<file path="config.mk">
export PLATFORM = sky130hd
export DESIGN_NAME = program_loader
export DESIGN_NICKNAME = d
export VERILOG_FILES = /design/src/rtl/program_loader.sv
export SDC_FILE = /design/constraint.sdc
export NUM_CORES = 1
export LEC_CHECK = 0
export CORE_ASPECT_RATIO = 0.8
export CORE_MARGIN = 2
export CORE_UTILIZATION = 48
export CTS_CLUSTER_DIAMETER = 50
export DETAILED_ROUTE_END_ITERATION = 16
export GPL_ROUTABILITY_DRIVEN = 0
export HOLD_SLACK_MARGIN = 0.02
export PLACE_DENSITY = 0.86
export SKIP_LAST_GASP = 1
export SYNTH_ARGS = -nofsm -noshare
export SYNTH_HDL_FRONTEND = slang
export SYNTH_SLANG_ARGS = --single-unit
</file>
<file path="constraint.sdc">
create_clock -name clock -period 4.2 [get_ports clock]
set_clock_uncertainty 0.15 [all_clocks]
set_input_delay 1.26 -clock clock [delete_from_list [all_inputs] [get_ports clock]]
set_output_delay 1.26 -clock clock [all_outputs]
set_load 0.02 [all_outputs]
</file>
<file path="src/rtl/program_loader.sv">
// program_loader: loads a length-prefixed word stream into memory at addresses 0..N-1,
// pulses execute, then passes memory to the cpu until it halts and a new stream may follow.
module program_loader #(
    parameter int unsigned WORD_SIZE     = 16,
    parameter int unsigned MEM_ADDR_SIZE = 8
) (
    input  logic                     clock,
    input  logic                     reset,
    input  logic                     in_valid,
    input  logic [7:0]               in_data,
    output logic                     in_ready,
    input  logic [MEM_ADDR_SIZE-1:0] cpu_mem_address,
    input  logic [WORD_SIZE-1:0]     cpu_mem_write_data,
    input  logic                     cpu_mem_read,
    input  logic                     cpu_mem_write,
    output logic [WORD_SIZE-1:0]     cpu_mem_read_data,
    output logic [MEM_ADDR_SIZE-1:0] mem_address,
    output logic [WORD_SIZE-1:0]     mem_write_data,
    output logic                     mem_read,
    output logic                     mem_write,
    input  logic [WORD_SIZE-1:0]     mem_read_data,
    input  logic                     cpu_halted,
    output logic                     execute,
    output logic                     loading,
    output logic                     error
);

    localparam int unsigned MemWords = 1 << MEM_ADDR_SIZE;

    typedef enum logic [3:0] {
        StLenHi, StLenLo, StDataHi, StDataLo, StWrite, StStart, StRun, StDone, StError
    } state_e;

    state_e                   state_q, state_d;
    logic [15:0]              count_q, count_d;
    logic [15:0]              word_q, word_d;
    // One extra bit so a full-memory image (N = 2^MEM_ADDR_SIZE) reaches N without wrapping.
    logic [MEM_ADDR_SIZE:0]   addr_q, addr_d;
    logic [MEM_ADDR_SIZE:0]   addr_next;
    logic [15:0]              len_full;
    logic                     xfer;

    assign xfer      = in_valid & in_ready;
    assign len_full  = {count_q[15:8], in_data};
    assign addr_next = addr_q + (MEM_ADDR_SIZE + 1)'(1);

    always_ff @(posedge clock) begin
        if (reset) begin
            state_q <= StLenHi;
            count_q <= '0;
            word_q  <= '0;
            addr_q  <= '0;
        end else begin
            state_q <= state_d;
            count_q <= count_d;
            word_q  <= word_d;
            addr_q  <= addr_d;
        end
    end

    always_comb begin
        state_d = state_q;
        count_d = count_q;
        word_d  = word_q;
        addr_d  = addr_q;
        unique case (state_q)
            StLenHi, StDone: begin
                if (xfer) begin
                    count_d[15:8] = in_data;
                    state_d       = StLenLo;
                end
            end
            StLenLo: begin
                if (xfer) begin
                    count_d[7:0] = in_data;
                    addr_d       = '0;
                    if (len_full == 16'd0) begin
                        state_d = StStart;
                    end else if (32'(len_full) > MemWords) begin
                        state_d = StError;
                    end else begin
                        state_d = StDataHi;
                    end
                end
            end
            StDataHi: begin
                if (xfer) begin
                    word_d[15:8] = in_data;
                    state_d      = StDataLo;
                end
            end
            StDataLo: begin
                if (xfer) begin
                    word_d[7:0] = in_data;
                    state_d     = StWrite;
                end
            end
            StWrite: begin
                addr_d  = addr_next;
                state_d = (32'(addr_next) == 32'(count_q)) ? StStart : StDataHi;
            end
            StStart: state_d = StRun;
            StRun: begin
                if (cpu_halted) begin
                    state_d = StDone;
                end
            end
            StError: state_d = StError;
            default: state_d = StLenHi;
        endcase
    end

    // Strobes are gated by reset so an aborted load or run touches memory no further.
    always_comb begin
        in_ready       = 1'b0;
        loading        = 1'b0;
        execute        = 1'b0;
        mem_address    = '0;
        mem_write_data = '0;
        mem_read       = 1'b0;
        mem_write      = 1'b0;
        unique case (state_q)
            StLenHi, StLenLo, StDataHi, StDataLo: begin
                in_ready = ~reset;
                loading  = 1'b1;
            end
            StDone: in_ready = ~reset;
            StWrite: begin
                loading        = 1'b1;
                mem_write      = ~reset;
                mem_address    = addr_q[MEM_ADDR_SIZE-1:0];
                mem_write_data = WORD_SIZE'(word_q);
            end
            StStart: execute = ~reset;
            StRun: begin
                mem_address    = cpu_mem_address;
                mem_write_data = cpu_mem_write_data;
                mem_read       = cpu_mem_read & ~reset;
                mem_write      = cpu_mem_write & ~reset;
            end
            default: begin
            end
        endcase
    end

    assign error             = (state_q == StError);
    assign cpu_mem_read_data = mem_read_data;

endmodule

</file>
==> results.tsv <==
metric	value	unit
root buffer cell	clkbuf_8	
Required @ worst endpoint	2.79	ns
commonest non-fill, non-tap cell in the layout	clkdlybuf4s50_1	
Port Buf Inserts	67	
WP depth	4	
area of the core	0.00544	mm^2
Final nets	422	
Max-Cap Viols	0	
Critical Path Max Stage Delay	0.59	ns
FP Rows	24	
max_slew headroom	58.9	%
vias in the first global route	2425	
post-synth top area share	33.3	%
FF+latch count, synth	45	
Synth cell types	51	
CP cell instances	clkdlybuf4s50_1 > nor3b_1 > and3_1 > clkdlybuf4s50_1	
first-pass GRT wire length	11.3	mm
P per Cell Area	276	mW/mm^2
RSZ-0062 raised after global routing	no	
Clock Tree Buf Depth	2	
# setup viols final	0	
drt first pass iters	5	
Ant. Diodes	0	
peak supply drop	0.144	mV
initial DRC count	192	
Sink Count	45	
syn avg cell area	8.30	um^2
H-tree levels	2	
Die Y	71.2	um
Worst Path Buf+Inv	2	
RR Startpoint	addr_q[0]$_SDFFE_PP0P_	
Slew Viols, Final	0	
routed length per instance	15.4	um
outcome	finished clean	
largest net degree at the start of global routing	47	
ranking of synthesized cells by area	dfxtp_1, mux2i_1, a22o_1	
LEAKAGE	0.00128	uW
crit-path most repeated cell	clkdlybuf4s50_1	
synthesis-to-layout area growth	25.5	%
Clk Latency, worst-skew pair	0.31	ns
CP max stage cell	clkdlybuf4s50_1	
measured slew at the worst slew-check pin	0.617	ns
I/O Pins	100	
Final Critical Period	4.07	ns
DP Worst Slack	0.141	ns
Synth Warn #	0	
Reg2Reg Depth	6	
Crit. Startpoint	reset	
achievable frequency	246	MHz
Final Cycle Share	97.0	%
CTS Hold Bufs	0	
setup slack after layout	0.127	ns
Critical Path AT	2.66	ns
Hold Crit Depth	2	
post-cts resize count	0	
via count	2598	
GRT Total Usage	22.7	%
die width	88.0	um
sequential area share after synthesis	33.3	%
Via density	5.83	
Final Hold Vio Count	0	
startpoint of the worst hold path	count_q[6]$_SDFFE_PP0P_	
DP HPWL	4.88	mm
grt total ovfl	0	
min-delay worst type	flop to flop	
Remaining DRCs	0	
CP endpoint kind	primary output	
CTS Buf Count	5	
Synth Net Count	381	
crit-path max FO	4	
Fillers	463	
WS Path Type	input pin to primary output	
Routed Wire Length	6.86	mm
CTS tree	built	
Cell Area, Synth	0.00271	mm^2
Initial Util	49.8	%
die area	0.00626	mm^2
most frequent cells in the layout	clkdlybuf4s50_1, dfxtp_1, nor2_1, a21oi_1, mux2i_1	
final antenna-violating net count	0	
clk slew on worst S/H paths	0.09	ns
startpoint types	input pin	
cells after synthesis	326	
initial antenna violation count	0	
Post-CTS Setup Bufs	0	
TNS Setup	0	ns
fraction of layout cells with a size suffix above 1	7.88	%
critical path's top delay family	buffers and inverters	
cell taking the most area after synthesis	dfxtp_1	
==> through the flow <==
stage	std cells	cell area, um^2	hold WS [ns]	utilization (%)	power, uW
2_1_floorplan	326	2710	0.298	-	561
3_3_place_gp	438	3280	0.307	60.3	599
3_5_place_dp	438	3280	0.316	60.3	602
4_1_cts	446	3400	0.328	62.5	938
5_1_grt	446	3400	0.358	62.5	969
6_report	446	3400	0.325	62.5	936
==> synth_stat cells (all sizes together) <==
cell type   n
o21ai      11
or2         1
and3        7
nor3b       4
nor2       41
a31oi       7
o32a        1
nand4       4
buf        30
nand2      15
o211a       1
inv         5
nor2b       3
xnor2       6
nand2b      3
nand3      16
clkbuf     14
nor4        4
and3b       1
o31ai       1
a22o       23
a211oi      1
nor3        3
a21oi      28
a311oi      1
o22ai       1
a221oi      1
xor2        3
mux2i      24
a21bo       1
or4         6
and2        2
or4b        1
or3         3
nand3b      2
nor4b       1
and4        1
a22oi       1
a221o       1
a32oi       1
dfxtp      45
ha          1
==> power breakdown <==
group          internal [uW]  switching, uW
Sequential               439           10.0
Combinational           71.9           73.1
Clock                    194            148
Total                    705            231
==> kinds of logic after synthesis <==
| kind of cell | after synthesis | share of synthesized area, % |
|---|---|---|
| AOI/OAI and AO/OA | 80 | 20.0 |
| xor gates and xnor gates | 9 | 2.91 |
| adders and majority gates | 1 | 0.462 |
| buffers and inverters | 49 | 11.6 |
| DFF | 45 | 33.3 |
| muxes | 24 | 8.88 |
| and+or+nand+nor | 118 | 22.8 |
==> final timing paths <==
kind	endpoint	slack (ns)
worst max-delay path	execute	0.13
worst min-delay path	count_q[6]$_SDFFE_PP0P_	0.33
worst max register to register	state_q[0]$_SDFFE_PP0P_	1.47
worst min register to register	count_q[6]$_SDFFE_PP0P_	0.33
==> state kept, by name (all words and copies together), names as in the netlist <==
name,count
count_q,16
word_q,16
addr_q,9
state_q,4
==> worst register-to-register path: cells and delay by family, from the launching register on <==
kind            cells  cell delay [ns]
fa+ha+maj           1             0.32
flops               1             0.50
simple gates        3             1.44
compound gates      2             0.26
==> final cells by class <==
class / count / area (um^2) / share of cell area (%)
multi-input cells: 232 / 1500 / 44.1
flip-flops and latches: 45 / 901 / 26.5
repair buffers: 78 / 766 / 22.5
well taps: 78 / 97.6 / 2.87
clock buffers: 7 / 86.3 / 2.54
clock inverters: 1 / 30.0 / 0.884
inverters: 5 / 18.8 / 0.553
==> routing by layer <==
metal	GRT usage (%)	routed length (um)	vias up
met5	0	0	-
met4	9.57	136	0
met3	5.25	550	17
met2	35.0	3070	128
met1	30.5	3100	1207
li1	-	-	1246
Power figures use the tool's default switching activity.
